File: src/rtl/rom_read_arbiter.sv
// rtl/rom_read_arbiter.sv - round-robin two-requester arbiter for a single-port image ROM
// Optional burst lock enabled by defining ROM_ARB_LOCK_EN.
module rom_read_arbiter #(
    parameter int ADDR_W  = 20,
    parameter int DATA_W  = 24,
    parameter int ROM_LAT = 1
) (
    input  logic              clk,
    input  logic              rst,
    input  logic              req0,
    input  logic [ADDR_W-1:0] addr0,
    input  logic              lock0,
    output logic              gnt0,
    output logic [DATA_W-1:0] data0,
    output logic              valid0,
    input  logic              req1,
    input  logic [ADDR_W-1:0] addr1,
    input  logic              lock1,
    output logic              gnt1,
    output logic [DATA_W-1:0] data1,
    output logic              valid1,
    output logic [ADDR_W-1:0] rom_addr,
    input  logic [DATA_W-1:0] rom_data
);

`ifdef ROM_ARB_LOCK_EN
    localparam bit LockEn = 1'b1;
`else
    localparam bit LockEn = 1'b0;
`endif

    logic               last_gnt_q, last_gnt_d;
    logic               granted_q, granted_d;
    logic [ROM_LAT-1:0] pv_q, pv_d;
    logic [ROM_LAT-1:0] po_q, po_d;
    logic [DATA_W-1:0]  data0_q, data0_d, data1_q, data1_d;
    logic               valid0_q, valid0_d, valid1_q, valid1_d;
    logic               hold0, hold1;
    logic               ret_v, ret_o;

    // A lock only extends a grant that the same requester won in the previous cycle.
    assign hold0 = LockEn && granted_q && !last_gnt_q && lock0 && req0;
    assign hold1 = LockEn && granted_q &&  last_gnt_q && lock1 && req1;

    always_comb begin
        gnt0 = 1'b0;
        gnt1 = 1'b0;
        if (!rst) begin
            if (hold0) begin
                gnt0 = 1'b1;
            end else if (hold1) begin
                gnt1 = 1'b1;
            end else if (req0 && req1) begin
                gnt0 = last_gnt_q;
                gnt1 = !last_gnt_q;
            end else begin
                gnt0 = req0;
                gnt1 = req1;
            end
        end
    end

    always_comb begin
        rom_addr = '0;
        if (gnt0) begin
            rom_addr = addr0;
        end else if (gnt1) begin
            rom_addr = addr1;
        end
    end

    assign last_gnt_d = gnt1 ? 1'b1 : (gnt0 ? 1'b0 : last_gnt_q);
    assign granted_d  = gnt0 | gnt1;

    // Stage 0 is written every cycle; the last stage lines up with rom_data.
    always_comb begin
        pv_d    = pv_q;
        po_d    = po_q;
        pv_d[0] = gnt0 | gnt1;
        po_d[0] = gnt1;
        for (int i = 1; i < ROM_LAT; i++) begin
            pv_d[i] = pv_q[i-1];
            po_d[i] = po_q[i-1];
        end
    end

    assign ret_v = pv_q[ROM_LAT-1];
    assign ret_o = po_q[ROM_LAT-1];

    always_comb begin
        valid0_d = ret_v && !ret_o;
        valid1_d = ret_v &&  ret_o;
        data0_d  = valid0_d ? rom_data : data0_q;
        data1_d  = valid1_d ? rom_data : data1_q;
    end

    always_ff @(posedge clk or posedge rst) begin
        if (rst) begin
            last_gnt_q <= 1'b1;
            granted_q  <= 1'b0;
            pv_q       <= '0;
            po_q       <= '0;
            data0_q    <= '0;
            data1_q    <= '0;
            valid0_q   <= 1'b0;
            valid1_q   <= 1'b0;
        end else begin
            last_gnt_q <= last_gnt_d;
            granted_q  <= granted_d;
            pv_q       <= pv_d;
            po_q       <= po_d;
            data0_q    <= data0_d;
            data1_q    <= data1_d;
            valid0_q   <= valid0_d;
            valid1_q   <= valid1_d;
        end
    end

    assign data0  = data0_q;
    assign data1  = data1_q;
    assign valid0 = valid0_q;
    assign valid1 = valid1_q;

endmodule

File: config.mk
export PLATFORM = sky130hd
export DESIGN_NAME = rom_read_arbiter
export DESIGN_NICKNAME = d
export VERILOG_FILES = /design/src/rtl/rom_read_arbiter.sv
export SDC_FILE = /design/constraint.sdc
export NUM_CORES = 1
export LEC_CHECK = 0
export CAP_MARGIN = 20
export CORE_AREA = 2 2 96 98
export CTS_CLUSTER_DIAMETER = 40
export DETAILED_ROUTE_END_ITERATION = 8
export DIE_AREA = 0 0 98 100
export PLACE_DENSITY = 0.77
export SYNTH_ARGS = -nofsm -noshare
export SYNTH_HDL_FRONTEND = slang
export SYNTH_SLANG_ARGS = --single-unit
File: constraint.sdc
create_clock -name clk -period 1.95 [get_ports clk]
set_input_delay 0.39 -clock clk [delete_from_list [all_inputs] [get_ports clk]]
set_output_delay 0.39 -clock clk [all_outputs]
set_load 0.01 [all_outputs]
==> summary.md <==
| Metric | Value |
|---|---|
| DR iter-0 viols | `40` |
| Post-Syn Instances | `190` |
| Clock Path Buffers | `2` |
| Synth top area share | `0.512` |
| Register Area | `0.00133 mm2` |
| Reg clk slew, reported paths | `0.09 ns` |
| Ys flop type | `dfrtp_1` |
| Multi-input gate area | `0.00127 mm2` |
| Yosys reg bits | `53` |
| Fmax achieved | `518 MHz` |
| Sw Ratio | `0.266` |
| Met3 Use GR | `0.0494` |
| DRT Wirelength | `6820 um` |
| Final Setup Violations | `0` |
| Initial antenna violation count | `0` |
| Synth warn | `0` |
| Clock skew | `0.00324 ns` |
| Crit path max fanout | `11` |
| Vias per cell | `4.65` |
| Final hold slack | `0.512 ns` |
| Layout fillers | `797` |
| Slew headroom | `0.759` |
| Syn Area/Cell | `13.4 um2` |
| Final min period | `1.93 ns` |
| Placeable Area | `0.00889 mm2` |
| Vias in the first global route | `2,194` |
| CTS Buf Count | `5` |
| Leak | `1.86 nW` |
| Die area | `0.00980 mm2` |
| RSZ-0062 raised after global routing | `yes` |
| Row cnt | `35` |
| DR DRC count | `0` |
| Die extent in y | `100 um` |
| Maximum vdd ir drop | `0.000277 V` |
| CTS Sinks | `53` |
| Slew Limit Fails | `0` |
| Clk pwr share | `0.215` |
| Cell area after layout | `0.00433 mm2` |
| Largest net degree at the start of global routing | `29` |
| CTS H-tree depth | `2` |
| IO Port Bufs | `139` |
| Placed inst area | `0.00409 mm2` |
| Post-synthesis sequential area ratio | `0.522` |
| Clk root buf | `clkbuf_8` |
| Main area contributors after synthesis | `dfrtp_1 51%, mux2_2 13%, mux2_4 11%` |
| Worst slack, placed | `-0.520 ns` |
| Global placement routability congestion | `0.723` |
| Hold Fails Final Rpt | `0` |
| MaxCap Viol Count | `0` |
| Period Utilization, post-route | `0.990` |
| Area Growth Syn to Fin | `70.3%` |
| Yosys top cell by area | `dfrtp_1` |
| Post-synth top cells | `52 x dfrtp_1, 42 x nand2b_1, 29 x mux2_2` |
| Worst slew pin tran | `0.362 ns` |
| Drt pass-1 iters | `4` |
| Hold Crit Class | `reg -> reg` |
| Ys async rst share | `1.00` |
| Synthesized area | `0.00254 mm2` |
| P_int | `2.59 mW` |
| Drt wl/cell | `15.1 um` |
| Via count | `2,105` |
| Final net count | `411` |
| Met2 usage | `0.237` |
| Post-DP HPWL | `4820 um` |
| Die X | `98 um` |
| Syn_nets | `260` |
| Data required time of the critical path | `1.56 ns` |
| Setup TNS | `0 ns` |
| PD cells | `813 mW/mm2` |
| Initial core utilization | `0.286` |
| Top Usage Layer GRT | `met2` |
| EDFF count, synth | `0` |
| Final ANT Viol Nets | `0` |
| Status | `complete, no violations` |
| Global-route wire length before repair | `10,800 um` |
| Clk_lat worst skew | `0.29 ns` |
| Final WS setup | `0.0201 ns` |
| Sequential share of power | `0.412` |
| Critical Path Start Type | `register` |
| Cts hold-fix bufs | `0` |
| Count leader, synth | `dfrtp_1` |
| Overall Global Routing Usage | `0.136` |
| Synth cell types | `16` |
| Crit. End Element | `output pin` |
| IO Pins | `142` |
| CP Class | `reg -> out` |
| GR met1 Demand/Resource | `0.159` |
| Switch Pwr | `935 uW` |
| CP arrival | `1.54 ns` |
| Logic pwr share | `0.373` |
| Antenna diodes | `0` |
| Layout cells sized above 1 | `0.345` |
| CTS tree | `done` |
| Overflow after GRT | `0` |
-- kinds of logic after synthesis --
kind of cell,synth area share
multiplexers,0.241
AO/OA/AOI/OAI,0.0763
buffers and inverters,0.0463
AND/OR/NAND/NOR,0.114
flip-flops,0.522
-- power by group through the flow --
stage,combinational [mW],sequential [mW],clock (mW)
6_report,1.31,1.45,0.755
5_1_grt,1.40,1.49,0.837
4_1_cts,1.30,1.45,0.804
3_5_place_dp,1.27,1.47,0
3_3_place_gp,1.25,1.46,0
2_1_floorplan,0.424,1.56,0
-- cell type report --
type	instances	share of cell area
Timing Repair Buffer	157	0.337
Sequential cell	53	0.307
Multi-Input combinational cell	120	0.293
Tap cell	111	0.0321
Clock buffer	7	0.0199
Clock inverter	1	0.00694
Inverter	4	0.00434
-- worst paths after layout --
kind,depth (start not counted),to,slack (ns),startpoint
worst max-delay path,4,rom_addr[0],0.02,last_gnt_q
worst max register to register,3,data0[14],0.44,po_q
max in group asynchronous,5,last_gnt_q,0.98,rst
worst min-delay path,1,data0[22],0.51,data0[22]
worst min register to register,1,data0[22],0.51,data0[22]
min in group asynchronous,5,data1[7],0.69,rst
-- through the flow --
stage               std cells   util  total power [mW]
global placement          439  0.460              2.71
detailed placement        439  0.460              2.75
global route              453  0.487              3.73
CTS                       451  0.479              3.56
finish                    453  0.487              3.52
floorplan                 190      -              1.99
-- timing repair --
item | 4_1_cts | 5_1_grt
cloned | 2 | 2
pin swaps | 0 | 1
setup buffers | 2 | 0
resized for setup | 112 | 13
setup endpoints to repair | 22 | 22
-- state kept, by name, indices dropped and copies added (netlist names) --
name / cells
data0: 24
data1: 24
last_gnt_q: 1
po_q: 1
pv_q: 1
valid0: 1
valid1: 1
-- per-layer routing --
layer	part of all wire	vias to the layer above	routed length, um
li1	-	976	-
met1	0.39	1003	2680
met2	0.49	118	3350
met3	0.10	8	697
met4	0.014	0	93
met5	0	-	0
-- worst max-delay path: stages (launching register included) --
cell and delay, ns:
dfstp_2 0.59, nor2b_4 0.06, buf_6 0.15, o32ai_2 0.26, buf_2 0.18
-- cell usage in the layout (no fill, tap or decap), drive strengths merged --
cell type / instances
bufinv: 1
dfrtp: 52
a21bo: 3
clkdlybuf4s50: 114
mux2: 48
nor2: 4
a22o: 1
o32ai: 20
buf: 37
nor2b: 1
clkinvlp: 1
nand2b: 42
dfstp: 1
inv: 3
dlygate4sd2: 3
clkbuf: 9
nand2: 1
bufbuf: 1
Power figures use the tool's default switching activity.
